[config.mk]
export PLATFORM = sky130hd
export DESIGN_NAME = seq_det_ctrl
export DESIGN_NICKNAME = d
export VERILOG_FILES = /design/src/rtl/seq_det_pkg.sv /design/src/rtl/pat_match_core.sv /design/src/rtl/seq_det_ctrl.sv
export SDC_FILE = /design/constraint.sdc
export NUM_CORES = 1
export LEC_CHECK = 0
export CAP_MARGIN = 40
export CORE_UTILIZATION = 50
export DETAILED_ROUTE_END_ITERATION = 10
export GPL_ROUTABILITY_DRIVEN = 0
export PLACE_DENSITY = 0.8
export SLEW_MARGIN = 20
export SYNTH_ARGS = -nofsm -noshare
export SYNTH_HDL_FRONTEND = slang
export SYNTH_SLANG_ARGS = --single-unit
[constraint.sdc]
create_clock -name clk -period 6.6 [get_ports clk]
set_input_delay 0.99 -clock clk [delete_from_list [all_inputs] [get_ports clk]]
set_output_delay 0.99 -clock clk [all_outputs]
set_load 0.03 [all_outputs]
[src/rtl/seq_det_pkg.sv]
// Shared FSM encoding and reset defaults for the sequence-detector controller.
package seq_det_pkg;

  typedef enum logic [1:0] {
    ST_IDLE = 2'd0,
    ST_ARM  = 2'd1,
    ST_RUN  = 2'd2,
    ST_DONE = 2'd3
  } state_t;

  localparam logic [3:0]  DEF_RST_PAT = 4'b1110;
  localparam int unsigned DEF_TARGET  = 1;

endpackage

[src/rtl/pat_match_core.sv]
// Serial history shift register, fill tracker and pattern compare.
// o_hit looks at the post-shift history, so the owner can register a
// match in the same edge that samples the completing bit.
module pat_match_core
  import seq_det_pkg::*;
#(
  parameter int PAT_W = 4
) (
  input  logic             clk,
  input  logic             rst_n,
  input  logic             i_clr,
  input  logic             i_shift,
  input  logic             i_bit,
  input  logic [PAT_W-1:0] i_pattern,
  input  logic             i_overlap,
  output logic             o_hit
);

  localparam int FILL_W = $clog2(PAT_W + 1);
  localparam logic [FILL_W-1:0] FILL_FULL = FILL_W'(PAT_W);

  logic [PAT_W-1:0]  r_hist;
  logic [FILL_W-1:0] r_fill;
  logic [PAT_W-1:0]  w_hist_next;
  logic [FILL_W-1:0] w_fill_next;

  // Next history/fill and the hit decision on the shifted-in value.
  always_comb begin
    w_hist_next = {r_hist[PAT_W-2:0], i_bit};
    w_fill_next = (r_fill == FILL_FULL) ? r_fill : r_fill + 1'b1;
    o_hit       = i_shift && (w_fill_next == FILL_FULL) && (w_hist_next == i_pattern);
  end

  // History and fill; a non-overlapping hit restarts the fill count.
  always_ff @(posedge clk or negedge rst_n) begin
    if (!rst_n) begin
      r_hist <= '0;
      r_fill <= '0;
    end else if (i_clr) begin
      r_hist <= '0;
      r_fill <= '0;
    end else if (i_shift) begin
      r_hist <= w_hist_next;
      r_fill <= (o_hit && !i_overlap) ? '0 : w_fill_next;
    end
  end

endmodule

[src/rtl/seq_det_ctrl.sv]
// Programmable serial pattern detector controller: configuration,
// run sequencing, match counting and registered status outputs.
//
// state | meaning
// IDLE  | accepts configuration writes and start
// ARM   | one-cycle setup, serial input ignored, zero target finishes here
// RUN   | sampling qualified bits and counting hits
// DONE  | one-cycle completion pulse, then back to IDLE
module seq_det_ctrl
  import seq_det_pkg::*;
#(
  parameter int               PAT_W   = 4,
  parameter int               CNT_W   = 8,
  parameter logic [PAT_W-1:0] RST_PAT = DEF_RST_PAT
) (
  input  logic             clk,
  input  logic             rst_n,
  input  logic             i_cfg_we,
  input  logic [PAT_W-1:0] i_cfg_pattern,
  input  logic             i_cfg_overlap,
  input  logic [CNT_W-1:0] i_cfg_target,
  input  logic             i_start,
  input  logic             i_abort,
  input  logic             i_in,
  input  logic             i_in_valid,
  output logic             o_busy,
  output logic             o_match,
  output logic [CNT_W-1:0] o_match_cnt,
  output logic             o_done
);

  state_t           r_state;
  state_t           w_state_nxt;
  logic [PAT_W-1:0] r_pattern;
  logic             r_overlap;
  logic [CNT_W-1:0] r_target;
  logic [CNT_W-1:0] r_match_cnt;
  logic             r_busy;
  logic             r_match;
  logic             r_done;

  logic             w_go;
  logic             w_clr;
  logic             w_shift;
  logic             w_hit;
  logic             w_count;
  logic             w_last;
  logic [CNT_W-1:0] w_cnt_inc;
  logic             w_busy_nxt;
  logic             w_match_nxt;
  logic             w_done_nxt;

  // Abort always wins over start; a hit is only counted if not aborted.
  always_comb begin
    w_go      = i_start && !i_abort;
    w_clr     = (r_state == ST_IDLE) && w_go;
    w_shift   = (r_state == ST_RUN) && i_in_valid;
    w_count   = w_hit && !i_abort;
    w_cnt_inc = r_match_cnt + 1'b1;
    w_last    = w_count && (w_cnt_inc == r_target);
  end

  pat_match_core #(
    .PAT_W (PAT_W)
  ) u_core (
    .clk       (clk),
    .rst_n     (rst_n),
    .i_clr     (w_clr),
    .i_shift   (w_shift),
    .i_bit     (i_in),
    .i_pattern (r_pattern),
    .i_overlap (r_overlap),
    .o_hit     (w_hit)
  );

  // State register.
  always_ff @(posedge clk or negedge rst_n) begin
    if (!rst_n) r_state <= ST_IDLE;
    else        r_state <= w_state_nxt;
  end

  // Next-state decode.
  always_comb begin
    w_state_nxt = r_state;
    case (r_state)
      ST_IDLE: if (w_go) w_state_nxt = ST_ARM;
      ST_ARM:  w_state_nxt = (r_target == '0) ? ST_DONE : ST_RUN;
      ST_RUN: begin
        if (i_abort)     w_state_nxt = ST_IDLE;
        else if (w_last) w_state_nxt = ST_DONE;
      end
      ST_DONE: w_state_nxt = ST_IDLE;
      default: w_state_nxt = ST_IDLE;
    endcase
  end

  // Output decode from the state being entered, so outputs are registered.
  always_comb begin
    w_busy_nxt  = (w_state_nxt == ST_ARM) || (w_state_nxt == ST_RUN);
    w_done_nxt  = (w_state_nxt == ST_DONE);
    w_match_nxt = w_count;
  end

  // Configuration registers, writable only while idle.
  always_ff @(posedge clk or negedge rst_n) begin
    if (!rst_n) begin
      r_pattern <= RST_PAT;
      r_overlap <= 1'b0;
      r_target  <= CNT_W'(DEF_TARGET);
    end else if ((r_state == ST_IDLE) && i_cfg_we) begin
      r_pattern <= i_cfg_pattern;
      r_overlap <= i_cfg_overlap;
      r_target  <= i_cfg_target;
    end
  end

  // Match counter; cleared on start, stops at target because RUN exits there.
  always_ff @(posedge clk or negedge rst_n) begin
    if (!rst_n)       r_match_cnt <= '0;
    else if (w_clr)   r_match_cnt <= '0;
    else if (w_count) r_match_cnt <= w_cnt_inc;
  end

  // Registered status outputs.
  always_ff @(posedge clk or negedge rst_n) begin
    if (!rst_n) begin
      r_busy  <= 1'b0;
      r_match <= 1'b0;
      r_done  <= 1'b0;
    end else begin
      r_busy  <= w_busy_nxt;
      r_match <= w_match_nxt;
      r_done  <= w_done_nxt;
    end
  end

  assign o_busy      = r_busy;
  assign o_match     = r_match;
  assign o_match_cnt = r_match_cnt;
  assign o_done      = r_done;

endmodule

### Word-level counts from Yosys, hierarchy flattened

Index checks and enable logic that the tools add are counted.

| storage, ports and cells | value |
|---|---|
| input port bits | 20 |
| logic and storage cells | 51 |
| output and inout bits | 11 |
| register bits after elaboration | 32 |

| operators by class | value |
|---|---|
| eq/ne operators | 10 |
| reductions and logical operators | 16 |
| muxes and demuxes | 13 |
| add/sub/neg operators | 2 |

Operator list:

| kind | count |
|---|---|
| 2-to-1 mux 3 bit | 6 |
| 2-to-1 mux 8 bit | 2 |
| logical AND 1 bit | 9 |
| adder 8 x 1 -> 8 bit, second input constant | 1 |
| equality test 2 bit, second input constant | 4 |
| equality test 8 bit | 1 |
| logical NOT 8 bit | 1 |
| case mux 2 bit (4 select lines) | 1 |
| equality test 3 bit, second input constant | 2 |
| 2-to-1 mux 2 bit | 3 |
| equality test 2 x 1 -> 1 bit, second input constant | 2 |
| equality test 4 bit | 1 |
| nonzero test 2 bit | 2 |
| adder 3 x 1 -> 3 bit, second input constant | 1 |
| logical NOT 1 bit | 2 |
| logical NOT 2 bit | 1 |
| logical OR 1 bit | 1 |
| 2-to-1 mux 1 bit | 1 |

### Depth between registers and ports, before layout

Gate-level depths: netlist (run 1).

| depth | value |
|---|---|
| depth in word-level cells | 12 |
| mapped depth | 9 |
| depth with buffers taken out | 8 |

### Hierarchy

A second synthesis (run 1) with hierarchy kept.

| second synthesis, totals | value |
|---|---|
| cells, all modules | 160 |
| area, all modules | 1788.0 µm² |

Modules (own cells, without submodules):

| module | area an instance (µm²) | cells an instance | instances | seq. area each (µm²) |
|---|---|---|---|---|
| seq_det_ctrl | 1403.8 | 121 | 1 | 655.6 |
| pat_match_core | 384.1 | 39 | 1 | 150.1 |

### Worst setup path after synthesis (run 1)

No wires, ideal clock.

| path | value |
|---|---|
| path kind | input to register |
| start | in i_in |
| end | reg r_busy (netlist: o_busy) |
| data required time | 6474 ps |
| buffers on the path | 1 |
| setup time | 126 ps |
| slack | 3755 ps |
| cell stages on the path | 7 |
| arrival time | 2719 ps |
| cells stage by stage | xor2_1 -> or4_4 -> nor4_4 -> buf_6 -> inv_4 -> o41ai_1 -> ha_1 |

| on the way | value |
|---|---|
| cells in the longest elaborated chain, start to end | 9 |
| elaborated cells between the ends (all ways) | 10 |
| those cells by class | eq/ne (3); mux (3); reduce/logical (4) |

RTL lines:

| element | line | text |
|---|---|---|
| from (decl) | seq_det_ctrl.sv:24 | `input logic i_in,` |
| equality test 4 bit * | pat_match_core.sv:31 | `o_hit = i_shift && (w_fill_next == FILL_FULL) && (w_hist_next == i_pattern);` |
| logical AND 1 bit * | pat_match_core.sv:31 |  |
| logical AND 1 bit * | seq_det_ctrl.sv:58 | `w_count = w_hit && !i_abort;` |
| logical AND 1 bit * | seq_det_ctrl.sv:60 | `w_last = w_count && (w_cnt_inc == r_target);` |
| 2-to-1 mux 2 bit * | seq_det_ctrl.sv:90 | `else if (w_last) w_state_nxt = ST_DONE;` |
| 2-to-1 mux 2 bit * | seq_det_ctrl.sv:89 | `if (i_abort) w_state_nxt = ST_IDLE;` |
| case mux 2 bit (4 select lines) * | seq_det_ctrl.sv:85 | `case (r_state)` |
| equality test 2 x 1 -> 1 bit / equality test 2 bit (equally long branches) | seq_det_ctrl.sv:99 | `w_busy_nxt = (w_state_nxt == ST_ARM) \|\| (w_state_nxt == ST_RUN);` |
| logical OR 1 bit * | seq_det_ctrl.sv:99 |  |
| named net w_busy_nxt | seq_det_ctrl.sv:49 | `logic w_busy_nxt;` |
| to (signal assigned) | seq_det_ctrl.sv:131 | `r_busy <= w_busy_nxt;` |
| to (decl) | seq_det_ctrl.sv:38 | `logic r_busy;` |

Mark *: on every way through the listed nets, which the timed path passes. The rest lies on a longest branch.
A chain may end at the register's enable or synchronous reset.

### Worst setup path in the final report (run 1)

| path | value |
|---|---|
| start | in i_in |
| end | reg r_match_cnt[6] (netlist: o_match_cnt[6]) |

| on the way | value |
|---|---|
| cells in the longest elaborated chain, start to end | 4 |

RTL lines:

| element | line | text |
|---|---|---|
| equality test 4 bit | pat_match_core.sv:31 |  |
| logical AND 1 bit | pat_match_core.sv:31 |  |
| logical AND 1 bit | seq_det_ctrl.sv:58 |  |
| nonzero test 2 bit (no line) | -- |  |
| to (signal assigned) | seq_det_ctrl.sv:121 | `else if (w_count) r_match_cnt <= w_cnt_inc;` |
| to (decl) | seq_det_ctrl.sv:37 | `logic [CNT_W-1:0] r_match_cnt;` |

Every way passes these cells.

==> results of run 1 <==
==> flip-flops by register name, summed over array words and instances (netlist names), 2 cells and up <==
name / count
o_match_cnt: 8
u_core.r_fill: 3
u_core.r_hist: 3
r_target: 8
r_pattern: 4
r_state: 2
==> report_power, final <==
part	leakage, nW	internal (W)	switching, W
Combinational	0.456	0.0000745	0.0000634
Clock	0.0293	0.0000414	0.0000672
Sequential	0.407	0.000230	0.0000287
Total	0.892	0.000346	0.000159
==> per-layer routing <==
layer / wire length [µm] / part of all wire, % / vias up
met5: 0 / 0 / -
met4: 91 / 2.6 / 0
met3: 192 / 5.4 / 8
met2: 1747 / 49 / 42
met1: 1520 / 43 / 614
li1: - / - / 634
==> synthesized netlist by cell type, drive strengths merged (3+ instances only) <==
master / n
nor2: 9
nand3: 4
and2: 3
a22o: 8
mux2: 16
nand3b: 4
o21ai: 6
nand2b: 4
dfrtp: 28
ha: 4
nand2: 5
dfstp: 4
a21oi: 3
xor2: 6
nor4: 4
inv: 5
mux2i: 3
a31oi: 4
xnor2: 7
==> stage by stage <==
step / hold slack (ps) / std cells / cell area, µm² / util, %
CTS: 535.6 / 235 / 2151 / 64.45
floorplan: 472.5 / 152 / 1738 / -
detailed placement: 514.5 / 227 / 2101 / 62.95
global route: 560.8 / 236 / 2156 / 64.60
global placement: 505.8 / 226 / 2090 / 62.62
finish: 535.2 / 236 / 2156 / 64.60
==> cell usage in the layout (no fill, tap or decap), drive strengths merged, types with 5 or more instances in the layout <==
cell	count
dfrtp	28
nor2	9
a22o	8
clkbuf	8
o21ai	6
nand2	5
inv	5
xnor2	7
xor2	6
clkdlybuf4s50	30
mux2	16
==> layout make-up <==
cell class	count	area, µm²
clock buffer	7	45.04
clock inverter	1	5.005
fill	284	1181
inverter	5	21.27
multi-input combinational	112	897.1
sequential	32	805.8
tap	46	57.56
timing repair buffer	33	324.1
==> logic make-up after synthesis <==
group,count (synthesis)
AOI/OAI and AO/OA,29
xor gates and xnor gates,14
adders and majority gates,4
buffers and inverters,8
DFF,32
muxes,19
and+or+nand+nor,46
==> how the worst max path moves through the flow <==
stage	from	slack, ps	cells past startpoint	to
floorplan	i_in	3760	7	o_busy
CTS	i_in	3300	6	o_match_cnt[6]
finish	i_in	3310	6	o_match_cnt[6]
global route	i_in	3150	7	o_busy
detailed placement	i_in	2950	6	o_match_cnt[6]
global placement	i_in	3020	6	o_match_cnt[6]
==> worst max-delay path, stage by stage <==
cell and delay, ps:
clkdlybuf4s50_1 440, xor2_1 160, or4_4 540, nor4_4 750, mux2_2 410, a22o_1 230
==> results.md, run 1 <==
* Outcome: finished, final reports clean
* Clock transition at path regs at 90 ps
* Main combinational cell family by area after synthesis: simple AND/OR/NAND/NOR gates
* Final period util at 49.82%
* Final wirelength at 3551 µm
* Worst reg-to-reg path cell count at 7
* Fmax at 0.3041 GHz
* Global Route met2 Usage at 36.73%
* Number of buffers added on ports at 30
* Die area at 3716 µm²
* Hold Crit Class: register to register
* Post-synthesis mux area share at 12.10%
* Crit path max fanout at 13
* Initial DRC count at 55
* Reg2reg start: u_core.r_fill[0]
* Setup CP Type: input port to register
* Die span in x at 60.96 µm
* Vias in the first global route at 1268
* Crit. End Element: register
* Syn Std Cell Area at 1738 µm²
* Largest net degree at the start of global routing at 33
* Register area share after synthesis at 46.36%
* Final setup TNS at 0 ps
* Worst Path Required at 6840 ps
* Post-DP HPWL at 2564 µm
* Post-synthesis adder-cell area fraction at 2.880%
* First-pass GRT wire length at 5699 µm
* Setup ws final at 3312 ps
* Worst-Margin Slew at 817.9 ps
* Via count at 1298
* Hold_buf cts at 0
* P_leak at 0.8923 nW
* ANT cells at 0
* Synth Instances at 152
* Number of H-tree levels at 2
* CTS Buffer Depth at 2
* CTS tree: built
* Pwr/cell area at 234.2 nW/µm²
* Synth Flop Type: dfrtp_1
* Crit path time final at 3288 ps
* Synth area leaders: dfrtp_1 40%, mux2_2 10%, dfstp_2 6.0%
* M3 GR Usage at 5.757%
* Synth Area in Compound Gates at 12.17%
* Synth-to-layout area growth at 24.05%
* Simple-gate area share of the yosys netlist at 16.34%
* DRT Pass-1 Iters at 4
* Clock Sinks at 32
* DR vias/cell at 5.500
* Worst Hold Path Cells at 1
* Fin. max-slew vios at 0
* Cell variety after synth at 43
* FFs w/ async S/R, synth at 100.0%
* CTS root buf: clkbuf_4
* Setup-failing EPs final at 0
* FF+latch count, synth at 32
* Total grt overflow at 0
* WHS Endpoint: r_overlap
* Fin. Hold Viols at 0
* # IOs at 31
* Min-Delay Startpoint: r_overlap
* Initial antenna violation count at 0
* Unrepaired setup endpoints after global routing: no
* Max-cap violation count at 0
* Post-Syn Area per Cell at 11.43 µm²
* Synth warnings at 0
* Number of synthesized flops with an enable pin at 0
* Cell accounting for the most synthesized area: dfrtp_1
* Wire length per cell at 15.05 µm
* Setup crit start kind: input port
* Global route hottest layer: met2
* Post-CTS Resized at 0
* CTS buffer count at 5
* Clk_lat worst skew at 350 ps
* Reg2reg setup slack at 3660 ps
* Nets at 213
* R2R Path End: o_match_cnt[6]
* Core Region at 3337 µm²
* Mapped Nets at 176
* DRC errors left at 0
* Total number of placement rows at 21
* CP Data Arrival Time at 3530 ps
* Initial Utilization at 52.08%
* Slew margin rel. at 45.06%
* Total GRT Usage at 22.14%
* Synth top area share at 40.32%
* Power Total at 0.0005048 W
* Worst vdd ir at 0.0001695 V
* Ratio of cells with drive above 1 in the final layout at 19.47%
* Met1 usage at 26.02%
* Final setup skew at 9.015 ps
* ANT nets after route at 0
* Pre-CTS setup slack at 2953 ps
* Synth Area in XOR/XNOR at 7.847%
* Post-CTS Setup Repair Bufs at 0
* Die H at 60.96 µm
Power figures use the tool's default switching activity.
==> run 2, diff against run 1 <==
==> constraint.sdc (replaced) <==
create_clock -name clk -period 3.3 [get_ports clk]
set_input_delay 0.495 -clock clk [delete_from_list [all_inputs] [get_ports clk]]
set_output_delay 0.495 -clock clk [all_outputs]
set_load 0.03 [all_outputs]
==> results.md, run 2 (synthesized netlist as in run 1, its figures left out) <==
* Critical Path Stages at 8 (was 6)
* Initial antenna violation count at 0 (unchanged)
* Nets at 214 (was 213)
* Clock power frac at 22.5% (was 21.5%)
* Worst-Margin Slew at 549.6 ps (was 817.9 ps)
* Pwr/cell area at 470.7 nW/µm² (was 234.2 nW/µm²)
* Clock Sinks at 32 (unchanged)
* Largest net degree at the start of global routing at 33 (unchanged)
* Initial Utilization at 52.08% (unchanged)
* Max-cap violation count at 0 (unchanged)
* Die H at 60.96 µm (unchanged)
* CP Cell Sequence: inv_1 -> ha_1 -> a21oi_2 -> or4_4 -> nor4_4 -> inv_4 -> o41ai_1 -> ha_1 (was clkdlybuf4s50_1 -> xor2_1 -> or4_4 -> nor4_4 -> mux2_2 -> a22o_1)
* Clock transition at path regs at 100 ps (was 90 ps)
* Outcome: finished, final reports clean (unchanged)
* Reg2reg setup slack at 720 ps (was 3660 ps)
* First-pass GRT wire length at 5630 µm (was 5699 µm)
* Total GRT Usage at 21.37% (was 22.14%)
* Post-DP HPWL at 2681 µm (was 2564 µm)
* Sum of buffers and inverters on the critical path at 2 (was 1)
* Commonest non-fill, non-tap cells in the layout: 30 x clkdlybuf4s50_1, 28 x dfrtp_1, 16 x mux2_2, 9 x nor2_1 (unchanged)
* Total grt overflow at 0 (unchanged)
* Worst path most repeated cell: ha_1
* CTS Buffer Depth at 2 (unchanged)
* Worst setup startpoint: u_core.r_fill[0] (was i_in)
* Combinational power share at 26.6% (was 27.3%)
* Post-CTS Setup Repair Bufs at 0 (unchanged)
* CP Data Arrival Time at 2810 ps (was 3530 ps)
* Vias in the first global route at 1273 (was 1268)
* Total number of placement rows at 21 (unchanged)
* Initial DRC count at 40 (was 55)
* Fill count at 262 (was 284)
* DR vias/cell at 5.612 (was 5.500)
* Int Pwr at 0.0007123 W (was 0.0003455 W)
* Hold Crit Class: register to register (unchanged)
* CTS tree: built (unchanged)
* CP endpoint: o_busy (was o_match_cnt[6])
* DRT Pass-1 Iters at 6 (was 4)
* Fmax at 0.3878 GHz
* Net Sw Frac at 30.29% (was 31.56%)
* Ratio of cells with drive above 1 in the final layout at 19.90% (was 19.47%)
* Crit path time final at 2579 ps
* Worst Path Required at 3530 ps (was 6840 ps)
* Final wirelength at 3565 µm (was 3551 µm)
* Storage cell area at 805.8 µm² (unchanged)
* Die span in x at 60.96 µm (unchanged)
* Setup crit start kind: register (was input port)
* Synth-to-layout area growth at 24.91% (was 24.05%)
* Clk_lat worst skew at 340 ps (was 350 ps)
* Post-CTS Resized at 0 (unchanged)
* Number of H-tree levels at 2 (unchanged)
* Via count at 1330 (was 1298)
* Wire length per cell at 15.04 µm (was 15.05 µm)
* Worst vdd ir at 0.0003388 V (was 0.0001695 V)
* Fin. max-slew vios at 0 (unchanged)
* Final period util at 78.15%
* Die area at 3716 µm² (unchanged)
* Fin. Hold Viols at 0 (unchanged)
* Setup CP Type: register to register (was input port to register)
* # IOs at 31 (unchanged)
* Slowest CP cell: or4_4 (was nor4_4)
* Crit path max fanout at 5 (was 13)
* Setup-failing EPs final at 0 (unchanged)
* Crit. End Element: register (unchanged)
* Core Region at 3337 µm² (unchanged)
* Cell family with most CP delay: simple AND/OR/NAND/NOR gates (unchanged)
* Slew margin rel. at 63.14% (was 45.06%)
* Commonest non-fill, non-tap cell in the layout: clkdlybuf4s50_1 (unchanged)
* Final setup TNS at 0 ps (unchanged)
* Seq pwr share at 50.9% (was 51.2%)
* Number of buffers added on ports at 30 (unchanged)
* Sw power at 0.0003095 W (was 0.0001593 W)
* DRC errors left at 0 (unchanged)
* ANT nets after route at 0 (unchanged)
* Reg2reg start: u_core.r_fill[0] (unchanged)
* Worst reg-to-reg path cell count at 8 (was 7)
* Critical Path Max Stage Delay at 560 ps (was 750 ps)
* Area of the multi-input gates at 897.1 µm² (unchanged)
* ANT cells at 0 (unchanged)
* CTS root buf: clkbuf_4 (unchanged)
* Hold_buf cts at 0 (unchanged)
* R2R Path End: o_busy (was o_match_cnt[6])
* CTS buffer count at 5 (unchanged)
* Power Total at 0.001022 W (was 0.0005048 W)
* Final setup skew at 10.49 ps (was 9.015 ps)
* Unrepaired setup endpoints after global routing: no (unchanged)
* P_leak at 0.9008 nW (was 0.8923 nW)
## run 2: changes by cell type in the layout (fill, tap and decap cells not counted), sizes merged
cell,change
clkinv,-1
buf,+2
## run 2: worst register-to-register path, delay by kind of cell, from the launching register on
family | cells | cell delay [ps]
compound gates | 2 | 360
fa+ha+maj | 2 | 530
buf+inv | 2 | 160
flops | 1 | 420
simple gates | 2 | 1020
## run 2: area by class of cell
type	count	area share [%]
multi-input combinational	112	41.33
sequential	32	37.12
timing repair buffer	34	15.22
clock buffer	8	2.709
tap	46	2.651
inverter	5	0.9798
## run 2: power groups by stage
stage	logic [W]	registers [W]	clock network, W
after CTS	0.000275	0.000519	0.000238
after floorplan	0.000192	0.000515	0
after detailed placement	0.000273	0.000527	0
after global placement	0.000264	0.000522	0
after global routing	0.000302	0.000526	0.000257
final	0.000272	0.000520	0.000230
## run 2: worst min-delay path by stage
stage	from	end	slack, ps	cells past startpoint
after floorplan	rst_n	o_busy	200	0
after global placement	u_core.r_hist[2]	u_core.r_hist[2]	510	1
after detailed placement	u_core.r_hist[2]	u_core.r_hist[2]	500	1
after CTS	u_core.r_hist[2]	u_core.r_hist[2]	530	1
after global routing	u_core.r_hist[2]	u_core.r_hist[2]	560	1
final	u_core.r_hist[2]	u_core.r_hist[2]	530	1
## run 2: stage by stage
| step | hold WS, ps | setup slack [ps] | cell area, µm² | util [%] | cells |
|---|---|---|---|---|---|
| 2_1_floorplan | 199.4 | 807.1 | 1738 | - | 152 |
| 3_3_place_gp | 505.9 | 511.9 | 2112 | 63.29 | 229 |
| 3_5_place_dp | 503.3 | 468.3 | 2112 | 63.29 | 229 |
| 4_1_cts | 533.3 | 715.1 | 2171 | 65.05 | 237 |
| 5_1_grt | 557.3 | 588.2 | 2171 | 65.05 | 237 |
| 6_report | 529.3 | 721.1 | 2171 | 65.05 | 237 |
## run 2: metal layers
metal / up-vias / global-route usage, % / share of wire, %
li1: 637 / - / -
met1: 640 / 25.03 / 43
met2: 43 / 35.64 / 50
met3: 10 / 6.610 / 4.5
met4: 0 / 10.39 / 2.3
met5: - / 0 / 0
